[config.mk]
export PLATFORM = sky130hd
export DESIGN_NAME = alu_issue_stage
export DESIGN_NICKNAME = d
export VERILOG_FILES = /design/src/rtl/alu_issue_stage.sv
export SDC_FILE = /design/constraint.sdc
export NUM_CORES = 1
export LEC_CHECK = 0
export CAP_MARGIN = 20
export CORE_ASPECT_RATIO = 1.75
export CORE_MARGIN = 2
export CORE_UTILIZATION = 40
export DETAILED_ROUTE_END_ITERATION = 8
export HOLD_SLACK_MARGIN = 0.03
export PLACE_DENSITY = 0.79
export SLEW_MARGIN = 20
export SYNTH_ARGS = -nofsm -noshare
export SYNTH_HDL_FRONTEND = slang
export SYNTH_SLANG_ARGS = --single-unit
[constraint.sdc]
create_clock -name clockAuto -period 2.34 [get_ports clockAuto]
set_input_delay 0.468 -clock clockAuto [delete_from_list [all_inputs] [get_ports clockAuto]]
set_output_delay 0.468 -clock clockAuto [all_outputs]
set_load 0.1 [all_outputs]
[src/rtl/alu_issue_stage.sv]
// alu_issue_stage: single-slot issue stage in front of a combinational ALU.
// It accepts one operation, drives the ALU for EXEC and FLAG, and captures
// the result and flags into output registers on entry to DONE.
// Illegal opcodes (1110, 1111) skip the ALU and return an error result after
// one cycle.
// Optional feature macro: ALU_DIVZERO_TRAP_EN -- when defined, DIV (1001)
// with a zero divisor takes the error path instead of reaching the ALU.
module alu_issue_stage #(
  parameter int RD_W = 5
) (
  input  logic            clockAuto,
  input  logic            reset,
  input  logic            in_valid,
  output logic            in_ready,
  input  logic [3:0]      in_controle,
  input  logic [31:0]     in_dado1,
  input  logic [31:0]     in_dado2,
  input  logic [RD_W-1:0] in_rd,
  output logic [31:0]     alu_dado1,
  output logic [31:0]     alu_dado2,
  output logic [3:0]      alu_controle,
  input  logic [31:0]     alu_saida,
  input  logic            alu_sinal_ZERO,
  input  logic            alu_sinal_NEG,
  output logic            out_valid,
  input  logic            out_ready,
  output logic [31:0]     out_resultado,
  output logic [RD_W-1:0] out_rd,
  output logic            out_zero,
  output logic            out_neg,
  output logic            out_erro
);

  typedef enum logic [1:0] {
    IDLE = 2'd0,
    EXEC = 2'd1,
    FLAG = 2'd2,
    DONE = 2'd3
  } state_t;

  localparam logic [3:0] OP_MOV = 4'b0100;
  localparam logic [3:0] OP_DIV = 4'b1001;

  state_t state_reg;
  state_t state_next;

  // Operand registers feeding the ALU.
  logic [3:0]      ctrl_reg;
  logic [31:0]     dado1_reg;
  logic [31:0]     dado2_reg;
  logic [RD_W-1:0] rd_reg;

  // Result registers presented downstream.
  logic [31:0]     res_reg;
  logic [RD_W-1:0] out_rd_reg;
  logic            zero_reg;
  logic            neg_reg;
  logic            erro_reg;

  logic accept;
  logic illegal_op;
  logic trap_op;
  logic bad_op;

  assign accept     = in_valid & in_ready;
  assign illegal_op = (in_controle[3:1] == 3'b111);

`ifdef ALU_DIVZERO_TRAP_EN
  assign trap_op = (in_controle == OP_DIV) && (in_dado2 == 32'd0);
`else
  assign trap_op = 1'b0;
`endif

  // Any operation that must never reach the ALU goes straight to DONE.
  assign bad_op = illegal_op | trap_op;

  // State register; reset wins over every handshake.
  always_ff @(posedge clockAuto) begin
    if (reset) begin
      state_reg <= IDLE;
    end else begin
      state_reg <= state_next;
    end
  end

  // Next-state logic.
  always_comb begin
    state_next = state_reg;
    case (state_reg)
      IDLE: begin
        if (accept) begin
          state_next = bad_op ? DONE : EXEC;
        end
      end
      EXEC: state_next = FLAG;
      FLAG: state_next = DONE;
      DONE: begin
        if (out_ready) begin
          if (accept) begin
            state_next = bad_op ? DONE : EXEC;
          end else begin
            state_next = IDLE;
          end
        end
      end
      default: state_next = IDLE;
    endcase
  end

  // Handshake and ALU-control outputs decoded from the current state.
  always_comb begin
    in_ready     = 1'b0;
    out_valid    = 1'b0;
    alu_controle = OP_MOV;
    case (state_reg)
      IDLE: in_ready = 1'b1;
      EXEC: alu_controle = ctrl_reg;
      FLAG: alu_controle = ctrl_reg;
      DONE: begin
        in_ready  = out_ready;
        out_valid = 1'b1;
      end
      default: begin
        in_ready     = 1'b0;
        out_valid    = 1'b0;
        alu_controle = OP_MOV;
      end
    endcase
  end

  // Operand capture on accept and result capture on FLAG->DONE or error path.
  always_ff @(posedge clockAuto) begin
    if (reset) begin
      ctrl_reg   <= 4'd0;
      dado1_reg  <= 32'd0;
      dado2_reg  <= 32'd0;
      rd_reg     <= '0;
      res_reg    <= 32'd0;
      out_rd_reg <= '0;
      zero_reg   <= 1'b0;
      neg_reg    <= 1'b0;
      erro_reg   <= 1'b0;
    end else begin
      if (accept) begin
        ctrl_reg  <= in_controle;
        dado1_reg <= in_dado1;
        dado2_reg <= in_dado2;
        rd_reg    <= in_rd;
      end
      if (accept && bad_op) begin
        // Trapped divide reports all-ones/negative; illegal opcode reports zero.
        res_reg    <= trap_op ? 32'hFFFF_FFFF : 32'd0;
        out_rd_reg <= in_rd;
        zero_reg   <= ~trap_op;
        neg_reg    <= trap_op;
        erro_reg   <= 1'b1;
      end else if (state_reg == FLAG) begin
        // Flags were registered by the ALU at EXEC->FLAG; result is still settled.
        res_reg    <= alu_saida;
        out_rd_reg <= rd_reg;
        zero_reg   <= alu_sinal_ZERO;
        neg_reg    <= alu_sinal_NEG;
        erro_reg   <= 1'b0;
      end
    end
  end

  assign alu_dado1     = dado1_reg;
  assign alu_dado2     = dado2_reg;
  assign out_resultado = res_reg;
  assign out_rd        = out_rd_reg;
  assign out_zero      = zero_reg;
  assign out_neg       = neg_reg;
  assign out_erro      = erro_reg;

endmodule

==> summary.txt, run 1 <==
Outcome
  • Status: completed

Synth
  • Syn_area_per_cell: 8.95 um^2
  • Synth area leader: dfxtp_1
  • Synth Instances: 504
  • Register area share after synthesis: 0.510
  • Area share of the largest cell type after synthesis: 0.510
  • Largest cells by area after synthesis: dfxtp_1, a21oi_1, mux2i_1
  • FF+latch count, synth: 115
  • Synthesized net count: 619
  • Synthesis Warnings: 0
  • Synthesized cell area: 4510 um^2
  • Post-synth cell types: 29

Floorplanning
  • # IOs: 221
  • # rows: 51
  • Core Region: 11000 um^2
  • Starting density of the core: 0.409
  • Die Y: 144 um
  • Die Width: 84.3 um
  • Die area: 12200 um^2

Placement
  • Hpwl dp: 9760 um
  • Count of input and output buffers: 220
  • Place WS: 257 ps
  • RePlAce Congestion: 0.766

Cells and area
  • Final #Nets: 816
  • Diode count: 0
  • Final core occ: 0.653
  • Area Overhead vs Synth: 59.8%
  • Layout cells sized above 1: 0.230
  • Fillcell total: 925

Pwr
  • Pwr Total: 0.0115 W
  • Peak VDD IR: 1.08 mV
  • Pleak: 2.80 nW
  • P per Cell Area: 1600 nW/um^2

Timing
  • RSZ-0062 raised after global routing: false
  • Slew Limit Fails: 0
  • F_max: 0.446 GHz
  • Final Critical Period: 2240 ps
  • Clk_skew: 9.31 ps
  • Final Hold Viols: 0
  • Final setup margin: 97.1 ps
  • Period utilisation layout: 0.959
  • Max-slew headroom: 0.599
  • Worst slew pin tran: 601 ps
  • Final setup viols: 0

CTS
  • H-tree Lvls: 4
  • Hold Buf Count CTS: 0
  • CTS tree: yes
  • Clk pin slew, worst setup/hold paths: 50 ps
  • Number of buffers created by CTS: 17
  • Setup bufs post-CTS: 0
  • Clk_lat worst skew: 400 ps
  • Post-cts repair resize count: 0
  • Root buffer cell: clkbuf_16
  • Clock Path Buffers: 2
  • CTS sink count: 115

GRT
  • Largest net degree at the start of global routing: 70
  • Initial antenna violation count: 0
  • Vias in the first global route: 4334
  • GRT Util Overall: 0.218
  • First-pass GRT wire length: 21200 um
  • Gr ovfl total: 0

Worst setup path
  • Worst path arrival time: 1770 ps
  • Worst path top cell family by delay: buffers and inverters
  • Worst EP required: 1870 ps
  • Crit end category: primary output
  • Startpoint type of the worst setup path: flop
  • Crit Path Max Fanout: 8
  • WP buf/inv: 3
  • Setup CP Type: reg2out
  • Crit-path cells: inv_1, ha_2, buf_4, nor2_4, buf_12
  • CP peak stage delay: 420 ps
  • Worst path slowest cell: ha_2

Drt
  • DRC: 0
  • Vias/cell: 5.37
  • Routed WL: 13800 um
  • DRT iter0 DRCs: 212
  • Router iterations before antenna repair: 5
  • Via count: 4540
  • WL/cell: 16.3 um
  • Final ANT Viol Nets: 0

Worst hold path
  • Worst Hold Class: reg2reg

Flow run
  • Max_cap viols: 0
==> layer usage <==
layer | global-route usage | up-vias | share of wire
met5 | 0 | - | 0
met2 | 0.402 | 206 | 0.53
met4 | 0.100 | 0 | 0.027
li1 | - | 2179 | -
met3 | 0.0611 | 23 | 0.070
met1 | 0.227 | 2132 | 0.37
==> cells in the mapped netlist <==
master,number
or4_1,1
a211o_1,2
a221oi_1,1
nand2_1,1
clkbuf_1,12
buf_6,2
nand3_1,73
nand2b_1,3
clkbuf_2,5
buf_2,31
nand4_2,1
inv_1,4
nor2b_1,2
or3_1,1
o221ai_2,1
buf_1,1
mux2i_1,39
o41ai_1,5
nor2_1,38
a21oi_1,81
buf_4,1
a21o_1,1
dfxtp_1,115
o21ai_0,23
o31ai_4,1
ha_1,4
o21ai_1,51
a21oi_4,1
and2_1,3
==> cells by family (layout without fill, tap and decap cells) <==
family	count (synthesis)	after routing	synth area share
buffers and inverters	56	266	0.0607
AND/OR/NAND/NOR	123	123	0.130
AO/OA/AOI/OAI	167	167	0.201
multiplexers	39	39	0.0865
flip-flops	115	115	0.510
adder cells (fa/ha/maj)	4	4	0.0111
==> path summary, 6_finish.rpt <==
kind / start / to / slack (ps) / cells past startpoint
max: state_reg[1] / in_ready / 100 / 5
min reg2reg: ctrl_reg[1] / ctrl_reg[1] / 480 / 2
min: ctrl_reg[1] / ctrl_reg[1] / 480 / 2
max reg2reg: state_reg[1] / ctrl_reg[3] / 400 / 6
==> area by class of cell <==
type / instances / area [um^2] / area share
Clock inverter: 14 / 154 / 0.0214
Inverter: 4 / 15.0 / 0.00208
Sequential cell: 115 / 2300 / 0.319
Multi-Input combinational cell: 333 / 1960 / 0.272
Tap cell: 132 / 165 / 0.0229
Timing Repair Buffer: 230 / 2170 / 0.301
Clock buffer: 18 / 439 / 0.0609
==> where the power goes <==
part	internal, W	switching [W]	total (W)
sequential	0.00238	0.000218	0.00260
combinational	0.00161	0.00478	0.00639
clock	0.00160	0.000930	0.00253
total	0.00560	0.00593	0.0115
==> layout by cell type, fill, tap and decap left out, drive strengths merged <==
cell | Yosys | final
buf | 35 | 121
dfxtp | 115 | 115
clkdlybuf4s50 | 0 | 109
a21oi | 82 | 82
o21ai | 74 | 74
nand3 | 73 | 73
mux2i | 39 | 39
nor2 | 38 | 38
clkbuf | 17 | 18
clkinvlp | 0 | 6
inv | 4 | 6
o41ai | 5 | 5
ha | 4 | 4
clkinv | 0 | 4
and2 | 3 | 3
nand2b | 3 | 3
a211o | 2 | 2
bufinv | 0 | 2
nor2b | 2 | 2
a21o | 1 | 1
nand4 | 1 | 1
o31ai | 1 | 1
or3 | 1 | 1
a221oi | 1 | 1
nand2 | 1 | 1
or4 | 1 | 1
o221ai | 1 | 1
==> worst min-delay path: stages, from the launching register on <==
cell and delay [ps]:
dfxtp_1 300, o21ai_1 60, a21oi_1 60
==> stage by stage <==
| step | setup TNS [ps] | hold slack [ps] | area, um^2 | cells |
|---|---|---|---|---|
| finish | 0 | 475 | 7210 | 846 |
| detailed placement | 0 | 463 | 6610 | 814 |
| CTS | 0 | 477 | 7210 | 846 |
| floorplan | -189 | 449 | 4520 | 504 |
| global placement | 0 | 456 | 6610 | 814 |
| global route | 0 | 491 | 7210 | 846 |
Power figures use the tool's default switching activity.
==> run 2, diff against run 1 <==
Settings changed: CORE_UTILIZATION 40 to 44, PLACE_DENSITY 0.79 to 0.86.
Clock period 2.34 ns to 2.64 ns, I/O delays scaled along.
==> run 2 against run 1 <==
Compared with the run above: cell area decreased by 0.71%; die area decreased by 8.8%; via count up 0.22%; clock power shrank 6%; register-to-register slack better by 150 ps; largest cell class unchanged; sequential power fell by 11%; clock-buffer cell count rose by 2.
==> summary.txt, run 2 (synthesized netlist as in run 1, its figures left out) <==
Floorplanning
  • Core Region: 9910 um^2 (was 11000 um^2)
  • Starting density of the core: 0.455 (was 0.409)
  • Die area: 11100 um^2 (was 12200 um^2)
  • # rows: 48 (was 51)
  • Die Width: 80.5 um (was 84.3 um)
  • Die Y: 138 um (was 144 um)
  • # IOs: 221 (unchanged)

Worst setup path
  • Startpoint type of the worst setup path: flop (unchanged)
  • Worst path arrival time: 1850 ps (was 1770 ps)
  • Worst path slowest cell: ha_1 (was ha_2)
  • Worst EP required: 2110 ps (was 1870 ps)
  • R2r setup slk: 550 ps (was 400 ps)
  • Crit-path cells: inv_1, ha_1, and2_1, buf_12 (was inv_1, ha_2, buf_4, nor2_4, buf_12)
  • Setup CP Type: reg2out (unchanged)
  • Crit end category: primary output (unchanged)
  • Crit Path Max Fanout: 8 (unchanged)
  • CP peak stage delay: 510 ps (was 420 ps)

Cells and area
  • Footprint of the multi-input gates: 1960 um^2 (about the same)
  • Fin cells: 841 (was 846)
  • Commonest non-fill, non-tap cell in the layout: buf_4 (was dfxtp_1)
  • Layout cells sized above 1: 0.230 (about the same)
  • Diode count: 0 (unchanged)
  • Final #Nets: 820 (was 816)
  • Area Overhead vs Synth: 58.7% (was 59.8%)
  • Fillcell total: 730 (was 925)
  • Most frequent cells in the layout: buf_4, dfxtp_1, clkdlybuf4s50_1, a21oi_1, nand3_1 (was dfxtp_1, clkdlybuf4s50_1, buf_4, a21oi_1, nand3_1)
  • Reg area: 2300 um^2 (unchanged)

GRT
  • Vias in the first global route: 4509 (was 4334)
  • GRT Util Overall: 0.243 (was 0.218)
  • M3 GR Usage: 0.0729 (was 0.0611)
  • First-pass GRT wire length: 21200 um (about the same)
  • M2 GR Usage: 0.450 (was 0.402)
  • Gr ovfl total: 0 (unchanged)
  • Routing usage on met1: 0.249 (was 0.227)
  • Largest net degree at the start of global routing: 49 (was 70)
  • Initial antenna violation count: 0 (unchanged)
  • Grt peak-use layer: met2 (unchanged)

Outcome
  • Status: completed (unchanged)

CTS
  • Clk pin slew, worst setup/hold paths: 50 ps (about the same)
  • CTS tree: yes (unchanged)
  • Root buffer cell: clkbuf_16 (unchanged)
  • Setup bufs post-CTS: 0 (unchanged)
  • CTS sink count: 115 (unchanged)
  • Clock Path Buffers: 2 (unchanged)
  • H-tree Lvls: 4 (unchanged)
  • Hold Buf Count CTS: 0 (unchanged)
  • Post-cts repair resize count: 0 (unchanged)
  • Number of buffers created by CTS: 17 (unchanged)
  • Clk_lat worst skew: 400 ps (about the same)

Drt
  • Via count: 4550 (was 4540)
  • DRT iter0 DRCs: 310 (was 212)
  • WL/cell: 16.2 um (was 16.3 um)
  • Final ANT Viol Nets: 0 (unchanged)
  • Router iterations before antenna repair: 5 (unchanged)
  • Vias/cell: 5.41 (was 5.37)
  • Routed WL: 13600 um (was 13800 um)
  • DRC: 0 (unchanged)

Pwr
  • Peak VDD IR: 0.956 mV (was 1.08 mV)
  • P per Cell Area: 1430 nW/um^2 (was 1600 nW/um^2)
  • Pleak: 2.83 nW (was 2.80 nW)

Flow run
  • Max_cap viols: 0 (unchanged)

Placement
  • Cells after DPL: 811 (was 814)
  • Count of input and output buffers: 220 (unchanged)
  • RePlAce Congestion: 0.758 (was 0.766)
  • Hpwl dp: 9840 um (was 9760 um)

Timing
  • Clk_skew: 5.66 ps (was 9.31 ps)
  • RSZ-0062 raised after global routing: false (unchanged)
  • Final setup viols: 0 (unchanged)
  • Final Hold Viols: 0 (unchanged)
  • Final Critical Period: 2380 ps
  • Max-slew headroom: 0.594 (was 0.599)
  • Period utilisation layout: 0.900
  • F_max: 0.421 GHz
  • Slew Limit Fails: 0 (unchanged)
  • Worst slew pin tran: 609 ps (was 601 ps)
  • Setup TNS: 0 ps (unchanged)

Worst hold path
  • Worst Hold Class: reg2reg (unchanged)
-- run 2: changes by cell type in the layout (fill, tap and decap cells not counted) --
cell        change
ha_1            +1
buf_12          -8
buf_4          +12
ha_2            -1
clkinvlp_4      -5
bufinv_16       +2
inv_6           -2
clkbuf_8        +2
clkinv_4        -2
clkinv_2        +3
-- run 2: final cells by class --
class,count,area share
sequential,115,0.322
timing repair buffer,234,0.294
multi-input combinational,333,0.274
clock buffer,20,0.0652
clock inverter,10,0.0219
tap,125,0.0219
inverter,4,0.00210
-- run 2: power by group --
group / switching, W / internal, W / total, W
combinational: 0.00421 / 0.00134 / 0.00555
clock: 0.000746 / 0.00164 / 0.00238
sequential: 0.000194 / 0.00211 / 0.00231
total: 0.00515 / 0.00509 / 0.0102
-- run 2: worst max-delay path: cells and delay by family, from the launching register on --
kind / cells / cell delay, ps
fa+ha+maj: 1 / 510
buf+inv: 2 / 280
simple gates: 1 / 250
flops: 1 / 410
-- run 2: per-stage QoR --
step	cell area [um^2]	util	hold slack (ps)	setup slack, ps	power [W]
6_report	7160	0.722	474	265	0.0102
5_1_grt	7160	0.722	493	189	0.0107
4_1_cts	7160	0.722	474	243	0.0103
3_5_place_dp	6530	0.659	465	387	0.00788
3_3_place_gp	6530	0.659	459	449	0.00776
2_1_floorplan	4520	-	449	182	0.00658
-- run 2: path summary, 6_finish.rpt --
| path | start | end | cells past startpoint |
|---|---|---|---|
| setup / recovery | state_reg[1] | alu_controle[1] | 4 |
| hold / removal | alu_dado1[22] | alu_dado1[22] | 2 |
| setup reg to reg | state_reg[1] | alu_dado2[20] | 6 |
| hold reg to reg | alu_dado1[22] | alu_dado1[22] | 2 |
-- run 2: layer usage --
metal	up-vias	part of all wire
li1	2190	-
met1	2143	0.36
met2	188	0.54
met3	29	0.076
met4	0	0.025
met5	-	0
==> run 3, diff against run 2 <==
Settings changed: GPL_ROUTABILITY_DRIVEN set to 0.
==> results of run 3 <==
Final layout, timing and power as in run 2 (identical DEF).
